===== config.mk =====
export PLATFORM = sky130hd
export DESIGN_NAME = rojo_updt_sync_flat
export DESIGN_NICKNAME = d
export VERILOG_FILES = /design/src/rtl/rojo_updt_sync_pkg.sv /design/src/rtl/rojo_updt_sync_if.sv /design/src/rtl/rojo_updt_sync_sync_edge.sv /design/src/rtl/rojo_updt_sync.sv /design/src/flat_wrapper.sv
export SDC_FILE = /design/constraint.sdc
export NUM_CORES = 1
export LEC_CHECK = 0
export ABC_AREA = 1
export BUFFER_PORTS_ARGS = -buffer_cell sky130_fd_sc_hd__buf_2
export CAP_MARGIN = 20
export CORE_ASPECT_RATIO = 0.6
export CORE_UTILIZATION = 38
export CTS_CLUSTER_DIAMETER = 100
export DETAILED_ROUTE_END_ITERATION = 16
export HOLD_SLACK_MARGIN = 0.12
export PLACE_DENSITY = 0.7
export SLEW_MARGIN = 40
export SYNTH_ARGS = -nofsm -noshare
export SYNTH_HDL_FRONTEND = slang
export SYNTH_SLANG_ARGS = --single-unit

===== constraint.sdc =====
create_clock -name HCLK -period 1.28 [get_ports HCLK]
set_clock_uncertainty 0.15 [all_clocks]
set_input_delay 0.128 -clock HCLK [delete_from_list [all_inputs] [get_ports HCLK]]
set_output_delay 0.128 -clock HCLK [all_outputs]
set_load 0.05 [all_outputs]

===== src/rtl/rojo_updt_sync_pkg.sv =====
// Shared definitions for the Rojobot update synchronizer: state encoding,
// default BotInfo width and the overrun counter saturation value.
package rojo_updt_sync_pkg;

  localparam int         INFO_W_DEF = 32;
  localparam logic [7:0] MISSED_SAT = 8'hFF;

  typedef enum logic [1:0] {
    IDLE = 2'd0,
    PEND = 2'd1,
    ACKW = 2'd2
  } state_t;

endpackage


===== src/rtl/rojo_updt_sync_if.sv =====
// Software-facing side of the Rojobot update bridge. The peripheral register
// logic (master) drives the acknowledge level and reads back the pending
// flag, the BotInfo snapshot, the interrupt pulse and the overrun count.
interface rojo_updt_sync_if #(
  parameter int INFO_W = rojo_updt_sync_pkg::INFO_W_DEF
);
  logic              IO_INT_ACK;
  logic              IO_BotUpdt_Sync;
  logic [INFO_W-1:0] IO_BotInfo;
  logic              irq_pulse;
  logic [7:0]        missed_cnt;

  modport master (
    output IO_INT_ACK,
    input  IO_BotUpdt_Sync,
    input  IO_BotInfo,
    input  irq_pulse,
    input  missed_cnt
  );

  modport slave (
    input  IO_INT_ACK,
    output IO_BotUpdt_Sync,
    output IO_BotInfo,
    output irq_pulse,
    output missed_cnt
  );
endinterface


===== src/rtl/rojo_updt_sync_sync_edge.sv =====
// rojo_sync_edge: multi-flop synchronizer for a strobe from another clock
// domain followed by a rising-edge detector. A strobe held high yields a
// single rise. SYNC_STAGES must be 2 or more.
module rojo_sync_edge #(
  parameter int SYNC_STAGES = 2
) (
  input  logic HCLK,
  input  logic HRESETn,
  input  logic async_i,
  output logic rise_o
);

  logic [SYNC_STAGES-1:0] sync_q;
  logic                   last_q;

  // Shift the asynchronous strobe through the chain and remember the last stage.
  always_ff @(posedge HCLK or negedge HRESETn) begin
    if (!HRESETn) begin
      sync_q <= '0;
      last_q <= 1'b0;
    end else begin
      sync_q <= {sync_q[SYNC_STAGES-2:0], async_i};
      last_q <= sync_q[SYNC_STAGES-1];
    end
  end

  assign rise_o = sync_q[SYNC_STAGES-1] & ~last_q;

endmodule


===== src/rtl/rojo_updt_sync.sv =====
// rojo_updt_sync: brings the Rojobot update strobe and BotInfo word into the
// HCLK domain, keeps the software pending flag, raises a one-cycle interrupt
// whenever the flag sets, and runs the IO_INT_ACK handshake. An update that
// arrives while software is still acknowledging is held in a deferred bit and
// delivered once the ack level returns to 0.
// Build option: define ROJO_MISSED_CNT_EN to implement the saturating count
// of overwritten updates; otherwise missed_cnt reads as 0.
module rojo_updt_sync
  import rojo_updt_sync_pkg::*;
#(
  parameter int SYNC_STAGES = 2,
  parameter int INFO_W      = INFO_W_DEF
) (
  input  logic              HCLK,
  input  logic              HRESETn,
  input  logic              bot_updt_raw_i,
  input  logic [INFO_W-1:0] bot_info_raw_i,
  rojo_updt_sync_if.slave   bus
);

  logic              rise;
  logic              ack;
  state_t            state_q, state_d;
  logic              defer_q, defer_d;
  logic              irq_q, irq_d;
  logic [INFO_W-1:0] info_q;
  logic              flag;

  assign ack = bus.IO_INT_ACK;

  rojo_sync_edge #(
    .SYNC_STAGES (SYNC_STAGES)
  ) u_sync_edge (
    .HCLK    (HCLK),
    .HRESETn (HRESETn),
    .async_i (bot_updt_raw_i),
    .rise_o  (rise)
  );

  // State register.
  always_ff @(posedge HCLK or negedge HRESETn) begin
    if (!HRESETn) begin
      state_q <= IDLE;
    end else begin
      state_q <= state_d;
    end
  end

  // Next state and deferred-update bookkeeping.
  always_comb begin
    state_d = state_q;
    defer_d = defer_q;
    case (state_q)
      IDLE: begin
        if (rise) state_d = PEND;
      end
      PEND: begin
        // An update landing on the ack edge is parked, not lost.
        if (ack) begin
          state_d = ACKW;
          defer_d = rise;
        end
      end
      ACKW: begin
        if (!ack) begin
          state_d = (defer_q || rise) ? PEND : IDLE;
          defer_d = 1'b0;
        end else if (rise) begin
          defer_d = 1'b1;
        end
      end
      default: begin
        state_d = IDLE;
        defer_d = 1'b0;
      end
    endcase
  end

  // Pending flag seen by software.
  always_comb begin
    flag = 1'b0;
    if (state_q == PEND) flag = 1'b1;
  end

  // Interrupt fires on every entry into PEND, never while already pending.
  assign irq_d = (state_d == PEND) && (state_q != PEND);

  // Deferred bit, interrupt pulse and the BotInfo snapshot taken on each rise.
  always_ff @(posedge HCLK or negedge HRESETn) begin
    if (!HRESETn) begin
      defer_q <= 1'b0;
      irq_q   <= 1'b0;
      info_q  <= '0;
    end else begin
      defer_q <= defer_d;
      irq_q   <= irq_d;
      if (rise) info_q <= bot_info_raw_i;
    end
  end

`ifdef ROJO_MISSED_CNT_EN
  logic       miss_inc;
  logic [7:0] missed_q;

  // An update is lost when it overwrites one software has not yet taken.
  always_comb begin
    miss_inc = 1'b0;
    if (rise && (((state_q == PEND) && !ack) || ((state_q == ACKW) && defer_q)))
      miss_inc = 1'b1;
  end

  // Saturating overrun counter, cleared only by reset.
  always_ff @(posedge HCLK or negedge HRESETn) begin
    if (!HRESETn) begin
      missed_q <= 8'h00;
    end else if (miss_inc && (missed_q != MISSED_SAT)) begin
      missed_q <= missed_q + 8'd1;
    end
  end

  assign bus.missed_cnt = missed_q;
`else
  assign bus.missed_cnt = 8'h00;
`endif

  assign bus.IO_BotUpdt_Sync = flag;
  assign bus.IO_BotInfo      = info_q;
  assign bus.irq_pulse       = irq_q;

endmodule

===== src/flat_wrapper.sv =====
// flat-port wrapper written by rule: the top's interface ports become plain ports
module rojo_updt_sync_flat import rojo_updt_sync_pkg::*;
#(
  parameter int SYNC_STAGES = 2,
  parameter int INFO_W      = INFO_W_DEF
)
  (HCLK, HRESETn, bot_updt_raw_i, bot_info_raw_i, bus_IO_INT_ACK, bus_IO_BotUpdt_Sync, bus_IO_BotInfo, bus_irq_pulse, bus_missed_cnt);
  rojo_updt_sync_if #(.INFO_W(INFO_W)) bus_i ();
  input  logic HCLK;
  input  logic HRESETn;
  input  logic bot_updt_raw_i;
  input  logic [INFO_W-1:0] bot_info_raw_i;
  input wire logic [$bits(bus_i.IO_INT_ACK)-1:0] bus_IO_INT_ACK;
  output wire logic [$bits(bus_i.IO_BotUpdt_Sync)-1:0] bus_IO_BotUpdt_Sync;
  output wire logic [$bits(bus_i.IO_BotInfo)-1:0] bus_IO_BotInfo;
  output wire logic [$bits(bus_i.irq_pulse)-1:0] bus_irq_pulse;
  output wire logic [$bits(bus_i.missed_cnt)-1:0] bus_missed_cnt;
  assign bus_i.IO_INT_ACK = bus_IO_INT_ACK;
  assign bus_IO_BotUpdt_Sync = bus_i.IO_BotUpdt_Sync;
  assign bus_IO_BotInfo = bus_i.IO_BotInfo;
  assign bus_irq_pulse = bus_i.irq_pulse;
  assign bus_missed_cnt = bus_i.missed_cnt;
  rojo_updt_sync #(.SYNC_STAGES(SYNC_STAGES), .INFO_W(INFO_W)) u_core (.HCLK(HCLK), .HRESETn(HRESETn), .bot_updt_raw_i(bot_updt_raw_i), .bot_info_raw_i(bot_info_raw_i), .bus(bus_i));
endmodule

======== Word-level counts from Yosys, hierarchy flattened ========
Cells that the tools add are included.
word-level totals
  register bits after elaboration ......... 39
  input port bits ......................... 36
  output and inout port bits .............. 42
operators by class
  equality and inequality tests ........... 6
  muxes and demuxes ....................... 10
  bitwise logic cells ..................... 3
  reduce and logical (&&, ||, !) cells .... 4
operators by type and width
  kind                                                              count
  2-bit two-way mux                                                 3
  2-bit one-hot mux with 3 select lines                             1
  1-bit two-way mux                                                 5
  2-bit by 1-bit == test with 1-bit output (second input constant)  2
  3-bit by 2-bit != test with 1-bit output (second input constant)  1
  1-bit one-hot mux with 3 select lines                             1
  3-bit AND reduction                                               1
  2-bit == test (second input constant)                             1
  2-bit zero test                                                   1
  2-bit by 1-bit != test with 1-bit output (second input constant)  1
  2-bit != test (second input constant)                             1
  1-bit inverter                                                    2
  1-bit bitwise AND                                                 1
  1-bit logical AND                                                 1
  1-bit logical OR                                                  1

======== Longest topological paths before layout ========
Gate-level depths: netlist of the first run.
  word-level depth ........................ 8
  depth in mapped cells ................... 9

======== By module ========
Synthesis of the first run repeated with hierarchy kept, for this count alone.
second synthesis, totals
  cell total of the unflattened synthesis .. 195
  area total of the unflattened synthesis .. 1680.4 sq um
modules (own cells, without submodules)
  module          instances  cells each  area each (sq um)  seq. area each (sq um)
  rojo_updt_sync  1          190         1595.3             900.9
  rojo_sync_edge  1          5           85.1               75.1

======== Worst setup path after synthesis of the first run ========
OpenSTA, ideal clock, no wires.
  path kind ............................... register -> register
  start ................................... register u_core.state_q[1]
  end ..................................... register u_core.irq_q (netlist: u_core.bus.irq_pulse)
  setup time .............................. 0.071 ns
  data arrival time ....................... 1.458 ns
  required time ........................... 1.059 ns
  slack ................................... -0.400 ns
  cell stages (with the launch flop) ...... 9
  buffers on the path ..................... 0
  period minus slack after synthesis ...... 1.680 ns
  path through ............................ dfrtp_1 -> inv_1 -> ha_1 -> inv_2 -> o21bai_2 -> nand2_1 -> nand2_1 -> nand2_1 -> nor2_1
on the way
  longest elaborated chain between the ends .. 4
  elaborated cells on any way between the ends .. 10
  those cells by class .................... eq/ne: 4; mux: 4; reduce/logical: 2
RTL lines
  what                                      RTL line              text
  start: declaration                        rojo_updt_sync.sv:23  state_t state_q, state_d;
  start signal: assignment                  rojo_updt_sync.sv:45  state_q <= state_d;
  2-bit == test (tied with other cells)     rojo_updt_sync.sv:53  case (state_q)
  2-bit one-hot mux with 3 select lines     rojo_updt_sync.sv:53
  2-bit by 1-bit == test with 1-bit output  rojo_updt_sync.sv:86  assign irq_d = (state_d == PEND) && (state_q != PEND);
  1-bit logical AND (*)                     rojo_updt_sync.sv:86
  via u_core.irq_d                          rojo_updt_sync.sv:25  logic irq_q, irq_d;
  end signal: assignment                    rojo_updt_sync.sv:96  irq_q <= irq_d;
  end: declaration                          rojo_updt_sync.sv:25
Mark *: on every way through the listed nets, which the timed path passes. The rest lies on a longest branch.
A chain may end at the register's enable or synchronous reset.

======== Worst setup path in the final report of the first run ========
  start ................................... register u_core.state_q[1]
  end ..................................... output bus_IO_BotUpdt_Sync
on the way
  longest elaborated chain between the ends .. 2
RTL lines
  what                                      RTL line              text
  2-bit by 1-bit == test with 1-bit output  rojo_updt_sync.sv:82  if (state_q == PEND) flag = 1'b1;
  1-bit two-way mux                         rojo_updt_sync.sv:82
  end: declaration                          flat_wrapper.sv:14    output wire logic [$bits(bus_i.IO_BotUpdt_Sync)-1:0] bus_IO_BotUpdt_Sync;
Every way passes these cells.

==> results.sh, run 1 <==
export IMPL_regToRegEndpoint="u_core.bus.irq_pulse$_DFF_PN0_"
export IMPL_wire_per_inst_um=11.0
export IMPL_grt_first_pass_wirelength_mm=6.14
export IMPL_die_x_um=87.1
export IMPL_critical_path_top_delay_family="flip-flops"
export IMPL_cts_tree="done"
export IMPL_synthDistinctLibCells=16
export IMPL_ys_flop_type="dfrtp_1"
export IMPL_io_buffers=69
export IMPL_maxCapViolCount=0
export IMPL_clk_pin_slew_ns=0.08
export IMPL_power_leakage_nw=1.48
export IMPL_synth_adder_area_share_pct=3.03
export IMPL_seq_area_frac_synth_pct=59.1
export IMPL_fin_area_sq_um=2640
export IMPL_finalSetupViolations=5
export IMPL_fillCellCount=365
export IMPL_period_minus_slack_ns=1.44
export IMPL_power_density_nw_per_um2=1590
export IMPL_violations="setup timing"
export IMPL_setup_worst_path_end_class="output pin"
export IMPL_grt_antenna_before_repair=0
export IMPL_coreArea_sq_um=4140
export IMPL_grt_pass1_vias=1406
export IMPL_reg2reg_slack_ns=-0.14
export IMPL_critPathKind="flip-flop to output pin"
export IMPL_start_kind="flip-flop"
export IMPL_syn_inst=189
export IMPL_syn_area_per_cell_sq_um=8.73
export IMPL_die_area_sq_um=4620
export IMPL_fmax_ghz=0.693
export IMPL_postSynth_asyncResetShare_pct=100
export IMPL_clockBufferDepth=2
export IMPL_cts_made_buffers=5
export IMPL_area_growth_synth_to_final_pct=59.7
export IMPL_placed_cells=318
export IMPL_ios=78
export IMPL_peakVddDrop_mv=0.775
export IMPL_fin_crit_sh_pct=113
export IMPL_drt_pre_antenna_iters=4
export IMPL_postRouteAntennaNets=0
export IMPL_rsz0062_at_grt="yes"
export IMPL_cp_slowest_stage_delay_ns=0.41
export IMPL_synth_xor_area_share_pct=0
export IMPL_crit_buf_inv=2
export IMPL_h_tree_depth=2
export IMPL_synth_top_cell_area_share_pct=59.1
export IMPL_holdCritPathClass="input pin to asynchronous set/reset pin"
export IMPL_rows=18
export IMPL_drc=0
export IMPL_finalNonFillerCells=364
export IMPL_slew_violations=0
export IMPL_vias=1539
export IMPL_outcome="finished with violations"
export IMPL_slowest_stage="dfrtp_1"
export IMPL_routed_wl_mm=4.02
export IMPL_synth_compound_area_share_pct=1.59
export IMPL_hold_violations=0
export IMPL_synth_top_family_by_area="simple AND/OR/NAND/NOR gates"
export IMPL_globalplace_congestion=0.798
export IMPL_viasPerCell=4.23
export IMPL_synth_top_area_cell="dfrtp_1"
export IMPL_timing_rr_start="u_core.state_q[1]$_DFF_PN0_"
export IMPL_layout_drive_gt1_share_pct=32.9
export IMPL_synth_edf_count=0
export IMPL_grt_max_degree=40
export IMPL_arrival_ns=1.17
export IMPL_die_h_um=53.0
export IMPL_cts_sinks=39
export IMPL_required_ns=1.00
export IMPL_track_usage_pct=18.0
export IMPL_ys_warn_count=0
export IMPL_worstPathMaxFanout=4
export IMPL_fin_ws_ns=-0.163
export IMPL_worstSkewPairLatency_ns=0.28
export IMPL_synth_seq_cells=39
export IMPL_synth_most_common_cell="nand2_1"
export IMPL_diodes=0
export IMPL_syn_cell_area_sq_um=1650
export IMPL_yosys_top_cells_area="dfrtp_1, nand2_1, buf_4"
export IMPL_synth_commonest_cells="nand2_1, dfrtp_1, inv_1"
export IMPL_yosys_area_share_simple_pct=26.9
export IMPL_place_area_sq_um=2100
export IMPL_startpoint="u_core.state_q[1]$_DFF_PN0_"
export IMPL_hpwl_mm=2.44
export IMPL_initial_core_util_pct=39.8
export IMPL_first_iter_violations=42
export IMPL_gr_total_overflow=0
export IMPL_crit_path_cell_trace="inv_2 -> ha_4 -> buf_8"
export IMPL_clockRootBuffer="clkbuf_8"
export IMPL_nets=343
export IMPL_synth_mux_area_share_pct=0
export IMPL_r2r_cells=8
==> per-stage QoR <==
| stage | util [%] | setup WS, ns | power [mW] | TNS (ns) | hold WS (ns) |
|---|---|---|---|---|---|
| final | 63.6 | -0.163 | 4.20 | -0.499 | 0.193 |
| after global routing | 63.6 | -0.217 | 4.43 | -0.869 | 0.208 |
| after CTS | 62.6 | -0.145 | 4.14 | -0.324 | 0.197 |
| after detailed placement | 50.6 | -0.0616 | 2.95 | -0.175 | -0.0328 |
| after global placement | 50.6 | -0.0254 | 2.91 | -0.0479 | -0.0391 |
| after floorplan | - | -0.0727 | 2.58 | -0.159 | -0.318 |
==> state kept, by name, summed over array words and instances (netlist names) <==
register / cells
u_core.bus.irq_pulse: 1
u_core.u_sync_edge.last_q: 1
u_core.u_sync_edge.sync_q: 2
u_core.state_q: 2
u_core.defer_q: 1
u_core.bus.IO_BotInfo: 32
==> where the power goes <==
group,internal (mW),total [mW],switching (mW)
clock network,0.630,1.04,0.411
logic,0.567,1.66,1.09
registers,1.40,1.50,0.0929
total,2.60,4.20,1.60
==> routing by layer <==
| metal | vias up | wire length (um) | global-route usage (%) |
|---|---|---|---|
| met1 | 697 | 1760 | 21.4 |
| met3 | 4 | 325 | 5.77 |
| met4 | 0 | 23 | 4.17 |
| met2 | 64 | 1910 | 32.2 |
| li1 | 774 | - | - |
| met5 | - | 0 | 0 |
==> final cells by class <==
class / instances / area (sq um) / share of cell area [%]
inverter: 11 / 43.8 / 1.66
sequential: 39 / 976 / 37.0
timing repair buffer: 114 / 826 / 31.3
multi-input combinational: 132 / 597 / 22.6
clock buffer: 6 / 82.6 / 3.13
tap: 60 / 75.1 / 2.85
clock inverter: 2 / 35.0 / 1.33
==> logic make-up (layout without fill, tap and decap cells) <==
group / Yosys count / after routing
buffers and inverters: 25 / 133
other: 1 / 8
AND/OR/NAND/NOR: 116 / 116
AO/OA/AOI/OAI: 4 / 4
adder cells (fa/ha/maj): 4 / 4
flip-flops: 39 / 39
==> worst max path at each step <==
stage,end,slack (ns),cells after the start
2_1_floorplan,u_core.bus.irq_pulse$_DFF_PN0_,-0.07,8
3_3_place_gp,u_core.bus.irq_pulse$_DFF_PN0_,-0.03,7
3_5_place_dp,u_core.bus.irq_pulse$_DFF_PN0_,-0.06,9
4_1_cts,bus_IO_BotUpdt_Sync,-0.14,3
5_1_grt,u_core.bus.irq_pulse$_DFF_PN0_,-0.22,8
6_report,bus_IO_BotUpdt_Sync,-0.16,3
==> worst register-to-register path: stages, from the launching register on <==
cell	delay (ns)
dfrtp_1	0.41
inv_2	0.11
ha_4	0.20
inv_4	0.05
o21bai_4	0.13
nand2_1	0.07
nand2_1	0.06
nand2_1	0.06
nor2_1	0.11
==> cells in the final DEF (no fill, tap or decap) <==
| cell type | synthesis | routed |
|---|---|---|
| nand2_1 | 108 | 107 |
| buf_2 | 3 | 68 |
| dfrtp_1 | 39 | 39 |
| dlygate4sd3_1 | 0 | 35 |
| conb_1 | 1 | 8 |
| inv_1 | 9 | 6 |
| clkbuf_8 | 0 | 6 |
| buf_4 | 8 | 5 |
| inv_2 | 2 | 4 |
| nor2_1 | 3 | 3 |
| nand3_1 | 3 | 3 |
| buf_12 | 0 | 3 |
| nand2_2 | 1 | 2 |
| ha_4 | 0 | 2 |
| buf_6 | 3 | 2 |
| nor2_4 | 0 | 1 |
| a21oi_2 | 0 | 1 |
| inv_4 | 0 | 1 |
| o21bai_4 | 0 | 1 |
| a21oi_1 | 2 | 1 |
| o21ai_1 | 0 | 1 |
| ha_2 | 0 | 1 |
| ha_1 | 4 | 1 |
| bufinv_16 | 0 | 1 |
| clkinv_2 | 0 | 1 |
| buf_8 | 0 | 1 |
==> timing repair <==
action                                  CTS  global route
pin swaps                                 2             5
endpoints found under the setup margin    5             5
buffers inserted                          1             2
resized for setup                         6             7
hold endpoints to repair                 73             0
hold buffers                             35             0
Power figures use the tool's default switching activity.
==> run 2: changes to the inputs <==
--- a/config.mk
+++ b/config.mk
@@ -13,8 +13,8 @@
 export CTS_CLUSTER_DIAMETER = 100
 export DETAILED_ROUTE_END_ITERATION = 16
 export HOLD_SLACK_MARGIN = 0.12
-export PLACE_DENSITY = 0.7
-export SLEW_MARGIN = 40
+export PLACE_DENSITY_LB_ADDON = 0.05
+export SLEW_MARGIN = 10
 export SYNTH_ARGS = -nofsm -noshare
 export SYNTH_HDL_FRONTEND = slang
 export SYNTH_SLANG_ARGS = --single-unit
==> run 2 against run 1 <==
The run still ends with setup timing left. Maximum frequency is 2.7% higher. Wire length is essentially flat. Combinational power shrank 5%. Via count fell by 2.3%. Power is 7.1% lower. Critical path depth unchanged. Sequential share of layout area rose by 0.90 points. Clock-buffer cell count stayed put. Core utilization decreased by 1.5 points. Register-to-register slack better by 0.06 ns. Critical path type unchanged. Critical endpoint unchanged. Largest cell class unchanged.
==> results.sh, run 2 (synthesis results as in run 1) <==
export IMPL_outcome="finished with violations"
export IMPL_violations="setup timing"
export IMPL_viasPerCell=4.15
export IMPL_power_density_nw_per_um2=1520
export IMPL_finalNonFillerCells=362
export IMPL_finalSetupViolations=5
export IMPL_coreArea_sq_um=4140
export IMPL_setup_tns_ns=-0.293
export IMPL_grt_pass1_vias=1397
export IMPL_grt_max_degree=40
export IMPL_layout_common_cells="nand2_1, buf_2, dfrtp_1"
export IMPL_worstSkewPairLatency_ns=0.28
export IMPL_met2_usage_pct=29.9
export IMPL_use_met1_pct=22.8
export IMPL_r2r_cells=8
export IMPL_grt_use_met3_pct=6.55
export IMPL_die_h_um=53.0
export IMPL_peakVddDrop_mv=0.837
export IMPL_track_usage_pct=18.2
export IMPL_holdCritPathClass="input pin to asynchronous set/reset pin"
export IMPL_drt_pre_antenna_iters=4
export IMPL_fillCellCount=354
export IMPL_rows=18
export IMPL_die_area_sq_um=4620
export IMPL_postLayoutCoreUtil_pct=62.1
export IMPL_initial_core_util_pct=39.8
export IMPL_layout_drive_gt1_share_pct=32.1
export IMPL_maxCapViolCount=0
export IMPL_wire_per_inst_um=11.1
export IMPL_fin_crit_sh_pct=110
export IMPL_clockRootBuffer="clkbuf_8"
export IMPL_grt_first_pass_wirelength_mm=6.22
export IMPL_gr_total_overflow=0
export IMPL_largest_reg_flops=32
export IMPL_power_leakage_nw=1.46
export IMPL_grt_antenna_before_repair=0
export IMPL_ios=78
export IMPL_fin_ws_ns=-0.126
export IMPL_clockBufferDepth=2
export IMPL_area_growth_synth_to_final_pct=55.9
export IMPL_slew_violations=0
export IMPL_fmax_ghz=0.711
export IMPL_rsz0062_at_grt="yes"
export IMPL_die_x_um=87.1
export IMPL_first_iter_violations=33
export IMPL_cts_sinks=39
export IMPL_nets=342
export IMPL_cts_made_buffers=5
export IMPL_placed_cells=318
export IMPL_drc=0
export IMPL_cts_tree="done"
export IMPL_h_tree_depth=2
export IMPL_worstPathMaxFanout=4
export IMPL_diodes=0
export IMPL_hpwl_mm=2.45
export IMPL_vias=1504
export IMPL_globalplace_congestion=0.841
export IMPL_postRouteAntennaNets=0
export IMPL_clk_pin_slew_ns=0.07
export IMPL_layout_commonest_cell="nand2_1"
export IMPL_arrival_ns=1.13
export IMPL_io_buffers=69
export IMPL_start_kind="flip-flop"
export IMPL_required_ns=1.00
export IMPL_routed_wl_mm=4.02
export IMPL_hold_violations=0
export IMPL_critPathKind="flip-flop to output pin"
export IMPL_gr_max_usage_layer="met2"
export IMPL_period_minus_slack_ns=1.41
export IMPL_setup_worst_path_end_class="output pin"
run 2: repair_timing:
action / CTS / global route
hold buffers: 35 / 0
endpoints found under the setup margin: 4 / 21
resized for setup: 6 / 5
buffers inserted: 1 / 1
hold endpoints to repair: 73 / 0
pin swaps: 1 / 2
run 2: cell type report:
cell class	count	area, sq um	share of cell area, %
multi-input cells	132	583	22.7
well taps	60	75.1	2.92
repair buffers	113	810	31.5
inverters	11	41.3	1.61
clock inverters	1	5.00	0.195
clock buffers	6	82.6	3.21
flip-flops and latches	39	976	37.9
run 2: worst paths after layout:
check                                                       start                                endpoint  slack (ns)
max in group asynchronous                                 HRESETn   u_core.bus.IO_BotInfo[29]$_DFFE_PN0P_        0.60
hold reg to reg            u_core.u_sync_edge.sync_q[0]$_DFF_PN0_  u_core.u_sync_edge.sync_q[1]$_DFF_PN0_        0.22
setup / recovery                      u_core.state_q[0]$_DFF_PN0_                     bus_IO_BotUpdt_Sync       -0.13
setup reg to reg                      u_core.state_q[1]$_DFF_PN0_          u_core.bus.irq_pulse$_DFF_PN0_       -0.08
hold / removal                                            HRESETn    u_core.bus.IO_BotInfo[8]$_DFFE_PN0P_        0.18
min in group HCLK          u_core.u_sync_edge.sync_q[0]$_DFF_PN0_  u_core.u_sync_edge.sync_q[1]$_DFF_PN0_        0.22
run 2: per-stage QoR:
stage | total power, mW | hold WS (ns) | area [sq um] | setup WS, ns
finish | 3.90 | 0.176 | 2570 | -0.126
global route | 4.13 | 0.213 | 2570 | -0.173
CTS | 3.90 | 0.190 | 2550 | -0.137
detailed placement | 2.92 | -0.0378 | 2090 | -0.0758
global placement | 2.92 | -0.0400 | 2090 | -0.0423
floorplan | 2.58 | -0.318 | 1700 | -0.0727
run 2: worst max-delay path, stage by stage, from the launching register on:
cell and delay (ns):
dfrtp_1 0.40, buf_6 0.13, ha_4 0.17, buf_8 0.15
run 2: power by group:
group,switching (mW),internal [mW],total (mW)
combinational,1.05,0.523,1.58
clock,0.404,0.423,0.827
sequential,0.0909,1.40,1.49
run 2: layer usage:
metal,share of wire (%),routed length [um]
met5,0,0
met4,0.17,7
met3,6.5,261
met2,44,1770
met1,49,1980
==> run 3: changes to the inputs <==
--- a/config.mk
+++ b/config.mk
@@ -14,6 +14,7 @@
 export DETAILED_ROUTE_END_ITERATION = 16
 export HOLD_SLACK_MARGIN = 0.12
 export PLACE_DENSITY_LB_ADDON = 0.05
+export SKIP_LAST_GASP = 1
 export SLEW_MARGIN = 10
 export SYNTH_ARGS = -nofsm -noshare
 export SYNTH_HDL_FRONTEND = slang
==> run 3 against run 2 <==
The run still ends with setup timing left. Combinational power about the same. Non-clock buffer count unchanged. Largest power group unchanged. Global-route usage unchanged. Final area stayed put. Highest routed layer unchanged. Critical path type unchanged.
==> results.sh, run 3 (synthesis results as in run 1) <==
export IMPL_hpwl_mm=2.45
export IMPL_worstSkewPairLatency_ns=0.28
export IMPL_io_buffers=69
export IMPL_postLayoutCoreUtil_pct=62.1
export IMPL_grt_antenna_before_repair=0
export IMPL_finalSetupViolations=5
export IMPL_required_ns=1.00
export IMPL_multi_input_area_sq_um=583
export IMPL_fillCellCount=354
export IMPL_crit_buf_inv=2
export IMPL_routed_wl_mm=4.01
export IMPL_gr_total_overflow=0
export IMPL_globalplace_congestion=0.841
export IMPL_finalNonFillerCells=362
export IMPL_h_tree_depth=2
export IMPL_placed_cells=318
export IMPL_fmax_ghz=0.712
export IMPL_clockBufferDepth=2
export IMPL_coreArea_sq_um=4140
export IMPL_layout_commonest_cell="nand2_1"
export IMPL_outcome="finished with violations"
export IMPL_wire_per_inst_um=11.1
export IMPL_drt_pre_antenna_iters=4
export IMPL_power_density_nw_per_um2=1520
export IMPL_worstPathMaxFanout=4
export IMPL_rsz0062_at_grt="yes"
export IMPL_diodes=0
export IMPL_clk_pin_slew_ns=0.07
export IMPL_drc=0
export IMPL_postRouteAntennaNets=0
export IMPL_regArea_sq_um=976
export IMPL_peakVddDrop_mv=0.837
export IMPL_area_growth_synth_to_final_pct=55.9
export IMPL_largest_reg_flops=32
export IMPL_slowest_stage="dfrtp_1"
export IMPL_slew_violations=0
export IMPL_violations="setup timing"
export IMPL_die_area_sq_um=4620
export IMPL_viasPerCell=4.13
export IMPL_cts_tree="done"
export IMPL_layout_drive_gt1_share_pct=32.1
export IMPL_setup_tns_ns=-0.289
export IMPL_die_x_um=87.1
export IMPL_setup_worst_path_end_class="output pin"
export IMPL_initial_core_util_pct=39.8
export IMPL_cp_slowest_stage_delay_ns=0.40
export IMPL_cts_sinks=39
export IMPL_grt_pass1_vias=1397
export IMPL_fin_ws_ns=-0.125
export IMPL_start_kind="flip-flop"
export IMPL_clockRootBuffer="clkbuf_8"
export IMPL_arrival_ns=1.13
export IMPL_nets=342
export IMPL_layout_common_cells="nand2_1, buf_2, dfrtp_1"
export IMPL_die_h_um=53.0
export IMPL_holdCritPathClass="input pin to asynchronous set/reset pin"
export IMPL_period_minus_slack_ns=1.41
export IMPL_critPathKind="flip-flop to output pin"
export IMPL_crit_path_cell_trace="buf_6 -> ha_4 -> buf_8"
export IMPL_track_usage_pct=18.2
export IMPL_critical_path_top_delay_family="flip-flops"
export IMPL_power_leakage_nw=1.46
export IMPL_grt_max_degree=40
export IMPL_fin_crit_sh_pct=110
export IMPL_vias=1496
export IMPL_hold_violations=0
export IMPL_cts_made_buffers=5
export IMPL_rows=18
export IMPL_grt_first_pass_wirelength_mm=6.22
export IMPL_maxCapViolCount=0
export IMPL_first_iter_violations=38
export IMPL_ios=78
[run 3: cell counts in the layout (fill, tap and decap cells not counted)]
No cell type changed its count.
[run 3: cell type report]
type / count / area share, %
clock buffer: 6 / 3.21
timing repair buffer: 113 / 31.5
tap: 60 / 2.92
clock inverter: 1 / 0.195
multi-input combinational: 132 / 22.7
sequential: 39 / 37.9
inverter: 11 / 1.61
[run 3: final timing paths]
check	startpoint	to	slack (ns)	cells after the start
worst min-delay path	HRESETn	u_core.bus.IO_BotInfo[8]$_DFFE_PN0P_	0.18	3
worst max-delay path	u_core.state_q[0]$_DFF_PN0_	bus_IO_BotUpdt_Sync	-0.13	3
min in group HCLK	u_core.u_sync_edge.sync_q[0]$_DFF_PN0_	u_core.u_sync_edge.sync_q[1]$_DFF_PN0_	0.22	0
worst min register to register	u_core.u_sync_edge.sync_q[0]$_DFF_PN0_	u_core.u_sync_edge.sync_q[1]$_DFF_PN0_	0.22	0
max in group asynchronous	HRESETn	u_core.bus.IO_BotInfo[29]$_DFFE_PN0P_	0.60	3
worst max register to register	u_core.state_q[1]$_DFF_PN0_	u_core.bus.irq_pulse$_DFF_PN0_	-0.08	8
[run 3: metrics by stage]
stage	cell area (sq um)	setup WS (ns)	power, mW	hold slack (ns)
2_1_floorplan	1700	-0.0727	2.58	-0.318
3_3_place_gp	2090	-0.0423	2.92	-0.0400
3_5_place_dp	2090	-0.0758	2.92	-0.0378
4_1_cts	2550	-0.137	3.89	0.190
5_1_grt	2570	-0.173	4.13	0.213
6_report	2570	-0.125	3.90	0.177
[run 3: routing by layer]
layer  vias to the layer above  wire, um  global-route usage [%]
met3                         2       263                    6.55
met1                       668      1970                    22.8
li1                        775         -                       -
met2                        51      1770                    29.9
met4                         0         7                    5.28
met5                         -         0                       0
[run 3: repair_timing]
item,in CTS,in global routing
pin swaps,1,5
hold endpoints to repair,73,0
buffers inserted,1,1
setup endpoints to repair,4,21
gates resized for setup,5,6
hold buffers,35,0
[run 3: power breakdown]
group | internal (mW) | leakage [nW] | switching (mW)
clock network | 0.423 | 0.0470 | 0.404
registers | 1.40 | 0.481 | 0.0911
logic | 0.523 | 0.935 | 1.05
[run 3: worst reg2reg max path, delay by kind of cell (launching register included)]
family	cells	cell delay, ns
flip-flops	1	0.41
AO/OA/AOI/OAI	1	0.12
adder cells (fa/ha/maj)	1	0.17
buffers and inverters	2	0.15
AND/OR/NAND/NOR	4	0.28
